**config.mk**
```make
export PLATFORM = sky130hd
export DESIGN_NAME = dma_fifo_rd_adapter_flat
export DESIGN_NICKNAME = d
export VERILOG_FILES = /design/src/rtl/dma_fifo_rd_adapter_pkg.sv /design/src/rtl/dma_fifo_rd_adapter_if.sv /design/src/rtl/dma_fifo_rd_adapter_skid_buf.sv /design/src/rtl/dma_fifo_rd_adapter.sv /design/src/flat_wrapper.sv
export SDC_FILE = /design/constraint.sdc
export NUM_CORES = 1
export LEC_CHECK = 0
export CAP_MARGIN = 5
export CORE_AREA = 8 8 404 406
export DETAILED_ROUTE_END_ITERATION = 8
export DIE_AREA = 0 0 412 414
export PLACE_DENSITY = 0.52
export SKIP_LAST_GASP = 1
export SLEW_MARGIN = 5
export SYNTH_ARGS = -nofsm -noshare
export SYNTH_HDL_FRONTEND = slang
export SYNTH_SLANG_ARGS = --single-unit
```
**constraint.sdc**
```tcl
create_clock -name clk -period 12.6 [get_ports clk]
set_input_delay 3.15 -clock clk [delete_from_list [all_inputs] [get_ports clk]]
set_output_delay 3.15 -clock clk [all_outputs]
set_load 0.01 [all_outputs]
```
**src/rtl/dma_fifo_rd_adapter_pkg.sv**
```systemverilog
// Shared constants and types for the DMA FIFO read-side adapter.
package dma_pkg;
  localparam int DMA_DATA_WIDTH = 512;
  localparam int BEATS_W        = 16;

  typedef logic [BEATS_W-1:0] dma_beats_t;

  typedef enum logic {
    IDLE = 1'b0,
    RUN  = 1'b1
  } dma_rd_state_e;
endpackage

```
**src/rtl/dma_fifo_rd_adapter_if.sv**
```systemverilog
// Command, FIFO read port and output beat stream of the read adapter.
interface dma_fifo_rd_adapter_if #(
  parameter int WIDTH   = dma_pkg::DMA_DATA_WIDTH,
  parameter int BEATS_W = dma_pkg::BEATS_W
) ();
  logic               cmd_valid_i;
  logic               cmd_ready_o;
  logic [BEATS_W-1:0] cmd_beats_i;
  logic               fifo_empty_i;
  logic               fifo_rd_o;
  logic [WIDTH-1:0]   fifo_data_i;
  logic               m_valid_o;
  logic               m_ready_i;
  logic [WIDTH-1:0]   m_data_o;
  logic               m_last_o;
  logic               done_o;

  modport slave (
    input  cmd_valid_i, cmd_beats_i, fifo_empty_i, fifo_data_i, m_ready_i,
    output cmd_ready_o, fifo_rd_o, m_valid_o, m_data_o, m_last_o, done_o
  );

  modport master (
    output cmd_valid_i, cmd_beats_i, fifo_empty_i, fifo_data_i, m_ready_i,
    input  cmd_ready_o, fifo_rd_o, m_valid_o, m_data_o, m_last_o, done_o
  );
endinterface

```
**src/rtl/dma_fifo_rd_adapter_skid_buf.sv**
```systemverilog
// Two-entry register buffer holding FIFO read data until the consumer accepts it.
module dma_rd_skid_buf #(
  parameter int WIDTH = dma_pkg::DMA_DATA_WIDTH
) (
  input  logic             clk,
  input  logic             srst,
  input  logic             i_clear,
  input  logic             i_push,
  input  logic             i_pop,
  input  logic [WIDTH-1:0] i_data,
  output logic [1:0]       o_occ,
  output logic [WIDTH-1:0] o_head
);
  logic [WIDTH-1:0] r_mem [2];
  logic             r_rd_ptr;
  logic             r_wr_ptr;
  logic [1:0]       r_occ;

  // Clear drops occupancy only; storage is wiped by srst alone.
  always_ff @(posedge clk) begin
    if (srst) begin
      r_mem[0] <= '0;
      r_mem[1] <= '0;
      r_rd_ptr <= 1'b0;
      r_wr_ptr <= 1'b0;
      r_occ    <= '0;
    end else if (i_clear) begin
      r_rd_ptr <= 1'b0;
      r_wr_ptr <= 1'b0;
      r_occ    <= '0;
    end else begin
      if (i_push) begin
        r_mem[r_wr_ptr] <= i_data;
        r_wr_ptr        <= ~r_wr_ptr;
      end
      if (i_pop) r_rd_ptr <= ~r_rd_ptr;
      r_occ <= r_occ + {1'b0, i_push} - {1'b0, i_pop};
    end
  end

  assign o_occ  = r_occ;
  assign o_head = r_mem[r_rd_ptr];
endmodule

```
**src/rtl/dma_fifo_rd_adapter.sv**
```systemverilog
// Drains the one-cycle-latency DMA FIFO into a valid/ready beat stream for a
// commanded beat count, marking the last beat and pulsing completion.
module dma_fifo_rd_adapter #(
  parameter int WIDTH   = dma_pkg::DMA_DATA_WIDTH,
  parameter int BEATS_W = dma_pkg::BEATS_W
) (
  input logic                  clk,
  input logic                  srst,
  input logic                  clear_i,
  dma_fifo_rd_adapter_if.slave bus
);
  import dma_pkg::*;

  dma_rd_state_e      r_state;
  dma_rd_state_e      w_next_state;
  logic [BEATS_W-1:0] r_issue_left;
  logic [BEATS_W-1:0] r_out_left;
  logic               r_inflight;
  logic               r_done;

  logic [1:0]         w_occ;
  logic [WIDTH-1:0]   w_head;
  logic               w_valid;
  logic               w_pop;
  logic               w_accept;
  logic               w_cmd_ready;
  logic               w_fifo_rd;
  logic               w_last;
  logic [2:0]         w_pending;

  assign w_valid   = (w_occ != 2'd0);
  assign w_pop     = w_valid && bus.m_ready_i;
  assign w_accept  = (r_state == IDLE) && bus.cmd_valid_i;
  // Credit: buffered plus in-flight beats, less the one leaving this cycle.
  assign w_pending = {1'b0, w_occ} + {2'b00, r_inflight} - {2'b00, w_pop};

  always_ff @(posedge clk) begin
    if (srst || clear_i) r_state <= IDLE;
    else                 r_state <= w_next_state;
  end

  always_comb begin
    w_next_state = r_state;
    case (r_state)
      IDLE: if (w_accept && (bus.cmd_beats_i != '0)) w_next_state = RUN;
      RUN:  if (w_pop && w_last)                     w_next_state = IDLE;
      default:                                       w_next_state = IDLE;
    endcase
  end

  always_comb begin
    w_cmd_ready = (r_state == IDLE);
    w_fifo_rd   = (r_state == RUN) && !bus.fifo_empty_i &&
                  (r_issue_left != '0) && (w_pending < 3'd2);
    w_last      = w_valid && (r_out_left == BEATS_W'(1));
  end

  always_ff @(posedge clk) begin
    if (srst || clear_i) begin
      r_issue_left <= '0;
      r_out_left   <= '0;
      r_inflight   <= 1'b0;
      r_done       <= 1'b0;
    end else begin
      r_inflight <= w_fifo_rd;
      r_done     <= (w_accept && (bus.cmd_beats_i == '0)) ||
                    ((r_state == RUN) && w_pop && w_last);
      if (w_accept) begin
        r_issue_left <= bus.cmd_beats_i;
        r_out_left   <= bus.cmd_beats_i;
      end else if (r_state == RUN) begin
        if (w_fifo_rd) r_issue_left <= r_issue_left - BEATS_W'(1);
        if (w_pop)     r_out_left   <= r_out_left - BEATS_W'(1);
      end
    end
  end

  dma_rd_skid_buf #(.WIDTH(WIDTH)) u_buf (
    .clk     (clk),
    .srst    (srst),
    .i_clear (clear_i),
    .i_push  (r_inflight),
    .i_pop   (w_pop),
    .i_data  (bus.fifo_data_i),
    .o_occ   (w_occ),
    .o_head  (w_head)
  );

  assign bus.cmd_ready_o = w_cmd_ready;
  assign bus.fifo_rd_o   = w_fifo_rd;
  assign bus.m_valid_o   = w_valid;
  assign bus.m_data_o    = w_head;
  assign bus.m_last_o    = w_last;
  assign bus.done_o      = r_done;
endmodule

```
**src/flat_wrapper.sv**
```systemverilog
// flat-port wrapper written by rule: the top's interface ports become plain ports
module dma_fifo_rd_adapter_flat import dma_pkg::*;
#(
  parameter int WIDTH   = dma_pkg::DMA_DATA_WIDTH,
  parameter int BEATS_W = dma_pkg::BEATS_W
)
  (clk, srst, clear_i, bus_cmd_valid_i, bus_cmd_beats_i, bus_fifo_empty_i, bus_fifo_data_i, bus_m_ready_i, bus_cmd_ready_o, bus_fifo_rd_o, bus_m_valid_o, bus_m_data_o, bus_m_last_o, bus_done_o);
  dma_fifo_rd_adapter_if #(.WIDTH(WIDTH), .BEATS_W(BEATS_W)) bus_i ();
  input logic clk;
  input logic srst;
  input logic clear_i;
  input wire logic [$bits(bus_i.cmd_valid_i)-1:0] bus_cmd_valid_i;
  input wire logic [$bits(bus_i.cmd_beats_i)-1:0] bus_cmd_beats_i;
  input wire logic [$bits(bus_i.fifo_empty_i)-1:0] bus_fifo_empty_i;
  input wire logic [$bits(bus_i.fifo_data_i)-1:0] bus_fifo_data_i;
  input wire logic [$bits(bus_i.m_ready_i)-1:0] bus_m_ready_i;
  output wire logic [$bits(bus_i.cmd_ready_o)-1:0] bus_cmd_ready_o;
  output wire logic [$bits(bus_i.fifo_rd_o)-1:0] bus_fifo_rd_o;
  output wire logic [$bits(bus_i.m_valid_o)-1:0] bus_m_valid_o;
  output wire logic [$bits(bus_i.m_data_o)-1:0] bus_m_data_o;
  output wire logic [$bits(bus_i.m_last_o)-1:0] bus_m_last_o;
  output wire logic [$bits(bus_i.done_o)-1:0] bus_done_o;
  assign bus_i.cmd_valid_i = bus_cmd_valid_i;
  assign bus_i.cmd_beats_i = bus_cmd_beats_i;
  assign bus_i.fifo_empty_i = bus_fifo_empty_i;
  assign bus_i.fifo_data_i = bus_fifo_data_i;
  assign bus_i.m_ready_i = bus_m_ready_i;
  assign bus_cmd_ready_o = bus_i.cmd_ready_o;
  assign bus_fifo_rd_o = bus_i.fifo_rd_o;
  assign bus_m_valid_o = bus_i.m_valid_o;
  assign bus_m_data_o = bus_i.m_data_o;
  assign bus_m_last_o = bus_i.m_last_o;
  assign bus_done_o = bus_i.done_o;
  dma_fifo_rd_adapter #(.WIDTH(WIDTH), .BEATS_W(BEATS_W)) u_core (.clk(clk), .srst(srst), .clear_i(clear_i), .bus(bus_i));
endmodule
```
==> run_summary.xml <==
<?xml version="1.0" encoding="UTF-8"?>
<metrics>
  <group name="status">
    <metric name="outcome" unit="">finished, final reports clean</metric>
  </group>
  <group name="synth">
    <metric name="postSynth.asyncResetShare" unit="%">0</metric>
    <metric name="syn_avg_cell_area" unit="um2">15.3</metric>
    <metric name="yosysTopAreaCell" unit="">sky130_fd_sc_hd__edfxtp_1</metric>
    <metric name="seq_area_frac_synth" unit="%">68.9</metric>
    <metric name="synth_nets" unit="">3538</metric>
    <metric name="yosys_register_bits" unit="">1064</metric>
    <metric name="synthesis.yosys.warnings" unit="">0</metric>
    <metric name="synth.cell_area" unit="um2">45800</metric>
    <metric name="post_synth_num_cell_types" unit="">47</metric>
    <metric name="synth_ff_type" unit="">sky130_fd_sc_hd__edfxtp_1</metric>
    <metric name="netlist_top_cells_area" unit="">sky130_fd_sc_hd__edfxtp_1 67%, sky130_fd_sc_hd__and2_1 14%, sky130_fd_sc_hd__mux2_2 13%</metric>
    <metric name="synth_cells" unit="">2998</metric>
    <metric name="synth-edff-count" unit="">1024</metric>
    <metric name="synthDominantCellAreaShare" unit="%">67.2</metric>
  </group>
  <group name="sta">
    <metric name="maximum_frequency_from_static_timing_analysis" unit="MHz">105</metric>
    <metric name="ratio_of_final_minimum_period_to_clock_period" unit="%">75.6</metric>
    <metric name="clock_skew" unit="ps">43.3</metric>
    <metric name="final_critical_path_setup_slack" unit="ps">3070</metric>
    <metric name="tns" unit="ps">0</metric>
    <metric name="report.final.hold_viol_count" unit="">0</metric>
    <metric name="max_slew.worst_pin.slew" unit="ps">1050</metric>
    <metric name="unrepaired_setup_endpoints_after_global_routing" unit="">no</metric>
    <metric name="holdWs" unit="ps">507</metric>
    <metric name="slew_violations" unit="">0</metric>
    <metric name="worst_slew_margin_relative_to_its_limit" unit="%">30.0</metric>
    <metric name="setup-violations-final" unit="">0</metric>
    <metric name="finalWorstPathRequiredPeriod" unit="ps">9530</metric>
  </group>
  <group name="cells_and_area">
    <metric name="layout.cells.most_common_list" unit="">1050 x sky130_fd_sc_hd__clkdlybuf4s50_1, 1027 x sky130_fd_sc_hd__and2_1, 1024 x sky130_fd_sc_hd__edfxtp_1</metric>
    <metric name="filler_cell_count" unit="">14770</metric>
    <metric name="layout.cells.most_common" unit="">sky130_fd_sc_hd__clkdlybuf4s50_1</metric>
    <metric name="multi_input_area" unit="um2">13500</metric>
    <metric name="drive_gt1_share" unit="%">17.7</metric>
    <metric name="finish.net_count" unit="">4561</metric>
    <metric name="area.growth.synth_to_final" unit="%">36.3</metric>
    <metric name="seq_area" unit="um2">31600</metric>
  </group>
  <group name="floorplan">
    <metric name="die_area" unit="um2">171000</metric>
    <metric name="die_height" unit="um">414</metric>
    <metric name="number_of_placement_rows" unit="">146</metric>
    <metric name="start_util" unit="%">29.1</metric>
    <metric name="design.portCount" unit="">1051</metric>
    <metric name="fp.coreArea" unit="um2">157000</metric>
    <metric name="die_width" unit="um">412</metric>
  </group>
  <group name="power_and_ir_drop">
    <metric name="static_leak" unit="nW">22.5</metric>
    <metric name="ir_worst_vdd" unit="uV">109</metric>
    <metric name="power.combinational.fraction" unit="%">7.3</metric>
    <metric name="p_int" unit="mW">6.25</metric>
    <metric name="switching_power" unit="mW">1.74</metric>
    <metric name="pwr-share-clk" unit="%">42.4</metric>
    <metric name="seq_power_share" unit="%">50.3</metric>
    <metric name="power_switching_share" unit="%">21.8</metric>
    <metric name="p_per_area" unit="nW/um2">128</metric>
  </group>
  <group name="clocking">
    <metric name="cts_tree" unit="">yes</metric>
    <metric name="clk_pin_slew_worst_paths" unit="ps">50</metric>
    <metric name="worst_skew_pair.late_latency" unit="ps">730</metric>
    <metric name="cts-resized-gates" unit="">0</metric>
    <metric name="cts_sinks" unit="">1064</metric>
    <metric name="post_cts_buffers" unit="">0</metric>
    <metric name="cts_hold_buffers" unit="">0</metric>
    <metric name="htree_num_levels" unit="">3</metric>
    <metric name="cts-root-buf" unit="">sky130_fd_sc_hd__clkbuf_16</metric>
    <metric name="cts-buffers-inserted" unit="">121</metric>
    <metric name="ctsLongestPathBuffers" unit="">3</metric>
  </group>
  <group name="global_route">
    <metric name="via_count_of_the_first_global_routing_pass" unit="">28584</metric>
    <metric name="global_route.usage.total" unit="%">16.7</metric>
    <metric name="grt_antenna_before_repair" unit="">40</metric>
    <metric name="grt.overflow.total" unit="">0</metric>
    <metric name="largest_net_degree_at_the_start_of_global_routing" unit="">185</metric>
    <metric name="grt_pass1_wl" unit="mm">208</metric>
  </group>
  <group name="worst_setup_path">
    <metric name="type_of_the_worst_setup_path" unit="">in2out</metric>
    <metric name="worstPathRequired" unit="ps">9450</metric>
    <metric name="cp-end-kind" unit="">output port</metric>
    <metric name="setup.reg_to_reg.worst_slack" unit="ps">8400</metric>
    <metric name="rr_endpoint" unit="">u_core.u_buf.r_mem[1][223]</metric>
    <metric name="timing.rr.start" unit="">u_core.r_inflight</metric>
    <metric name="data_arrival_at_the_endpoint_of_the_critical_path" unit="ps">6380</metric>
    <metric name="critical_path.max_fanout" unit="">8</metric>
    <metric name="startpoint" unit="">bus_m_ready_i</metric>
    <metric name="cp-start-kind" unit="">input port</metric>
    <metric name="rr_worst_depth" unit="">5</metric>
  </group>
  <group name="route">
    <metric name="vias_per_cell" unit="">4.45</metric>
    <metric name="route.vias.total" unit="">27633</metric>
    <metric name="drt_pre_antenna_iters" unit="">5</metric>
    <metric name="drt_drc_violations_left" unit="">0</metric>
    <metric name="met2RoutedLength" unit="mm">76.6</metric>
    <metric name="wl_met3" unit="mm">12.4</metric>
    <metric name="route.antenna.remaining_nets" unit="">0</metric>
    <metric name="highest-signal-layer" unit="">met5</metric>
    <metric name="detail_route.wirelength" unit="mm">149</metric>
    <metric name="first_iter_violations" unit="">1580</metric>
    <metric name="post_route_met1_wirelength" unit="mm">56.0</metric>
    <metric name="route.detailed.wl_per_inst" unit="um">23.9</metric>
  </group>
  <group name="placement">
    <metric name="dp_hpwl" unit="mm">102</metric>
    <metric name="buffer_ports.inserted" unit="">1050</metric>
    <metric name="dp_worst_setup_slack" unit="ps">3070</metric>
    <metric name="place.gp.congestion" unit="">0.798</metric>
  </group>
  <group name="hold_path">
    <metric name="worstHoldPathCells" unit="">2</metric>
    <metric name="hp-class" unit="">reg2reg</metric>
    <metric name="hold_path_startpoint" unit="">u_core.u_buf.r_rd_ptr</metric>
  </group>
  <group name="job">
    <metric name="maxCapViolations" unit="">0</metric>
  </group>
</metrics>
==> cell type report <==
| type | count | share of cell area (%) |
|---|---|---|
| diodes | 22 | 0.0882 |
| clock buffers | 153 | 5.16 |
| clock inverters | 67 | 0.942 |
| inverters | 9 | 0.0541 |
| multi-input cells | 1745 | 21.7 |
| flip-flops and latches | 1064 | 50.6 |
| well taps | 2072 | 4.15 |
| repair buffers | 1080 | 17.4 |
==> cell families (layout without fill, tap and decap cells) <==
kind of cell	count (synthesis)	count (layout)	share of synthesized area [%]
buf+inv	189	1309	1.60
compound gates	65	65	0.926
xor+xnor	10	10	0.191
mux	513	513	12.6
other cells	0	22	0
flops	1064	1064	68.9
simple gates	1151	1151	15.6
fa+ha+maj	6	6	0.180
==> cells in the mapped netlist, types with 7 or more instances <==
cell                       number
sky130_fd_sc_hd__a21oi_1       15
sky130_fd_sc_hd__nor3_1        10
sky130_fd_sc_hd__xnor2_1        7
sky130_fd_sc_hd__nor4_1         7
sky130_fd_sc_hd__clkbuf_1     177
sky130_fd_sc_hd__a31oi_1       17
sky130_fd_sc_hd__or3_1          9
sky130_fd_sc_hd__o21ai_0        7
sky130_fd_sc_hd__mux2_2       513
sky130_fd_sc_hd__nand2_1       30
sky130_fd_sc_hd__dfxtp_1       40
sky130_fd_sc_hd__inv_1          8
sky130_fd_sc_hd__nand3_1       12
sky130_fd_sc_hd__and2_1      1027
sky130_fd_sc_hd__nor2_1        18
sky130_fd_sc_hd__edfxtp_1    1024
sky130_fd_sc_hd__or2_2          7
sky130_fd_sc_hd__o211ai_1       9
==> per-layer routing <==
| layer | track usage [%] | vias up |
|---|---|---|
| met2 | 29.9 | 761 |
| met1 | 18.6 | 13817 |
| met3 | 5.86 | 175 |
| li1 | - | 12848 |
| met5 | 0 | - |
| met4 | 4.77 | 32 |
==> worst max path at each step <==
stage	endpoint	cells past startpoint
final	bus_fifo_rd_o	11
after global routing	bus_fifo_rd_o	11
after CTS	bus_fifo_rd_o	11
after detailed placement	bus_fifo_rd_o	11
after global placement	bus_fifo_rd_o	11
after floorplan	u_core.u_buf.r_mem[1][0]	5
==> power groups by stage <==
stage / Clock, mW / Sequential, mW / Combinational [mW]
final: 3.39 / 4.02 / 0.584
after global routing: 3.61 / 4.03 / 0.620
after global placement: 0 / 4.09 / 0.595
after detailed placement: 0 / 4.09 / 0.594
after floorplan: 0 / 4.12 / 0.180
after CTS: 3.50 / 4.02 / 0.598
==> flip-flops by register name, indices dropped and copies added (netlist names), named ones only <==
signal and flops:
u_core.u_buf.r_wr_ptr 1, u_core.r_state 1, u_core.r_out_left 16, u_core.u_buf.r_rd_ptr 1, u_core.u_buf.r_mem 1024, u_core.bus.done_o 1
u_core.r_inflight 1, u_core.r_issue_left 16, u_core.u_buf.o_occ 2
==> worst max-delay path, cell delays in order <==
cell and delay [ps]:
sky130_fd_sc_hd__clkdlybuf4s50_1 520, sky130_fd_sc_hd__nand2_1 110, sky130_fd_sc_hd__or2_2 310, sky130_fd_sc_hd__nand2_1 80
sky130_fd_sc_hd__ha_1 160, sky130_fd_sc_hd__fa_1 430, sky130_fd_sc_hd__nor3b_1 400, sky130_fd_sc_hd__nand2_1 180
sky130_fd_sc_hd__a21o_2 270, sky130_fd_sc_hd__inv_2 150, sky130_fd_sc_hd__clkdlybuf4s50_1 630
==> through the flow <==
step                utilization [%]  cell area [um2]  cells  power (mW)
finish                         39.7            62400   6212        7.99
global route                   39.7            62400   6199        8.26
CTS                            39.7            62300   6190        8.11
detailed placement             37.3            58500   5970        4.69
global placement               37.3            58500   5970        4.68
floorplan                         -            45800   2998        4.30
Power figures use the tool's default switching activity.
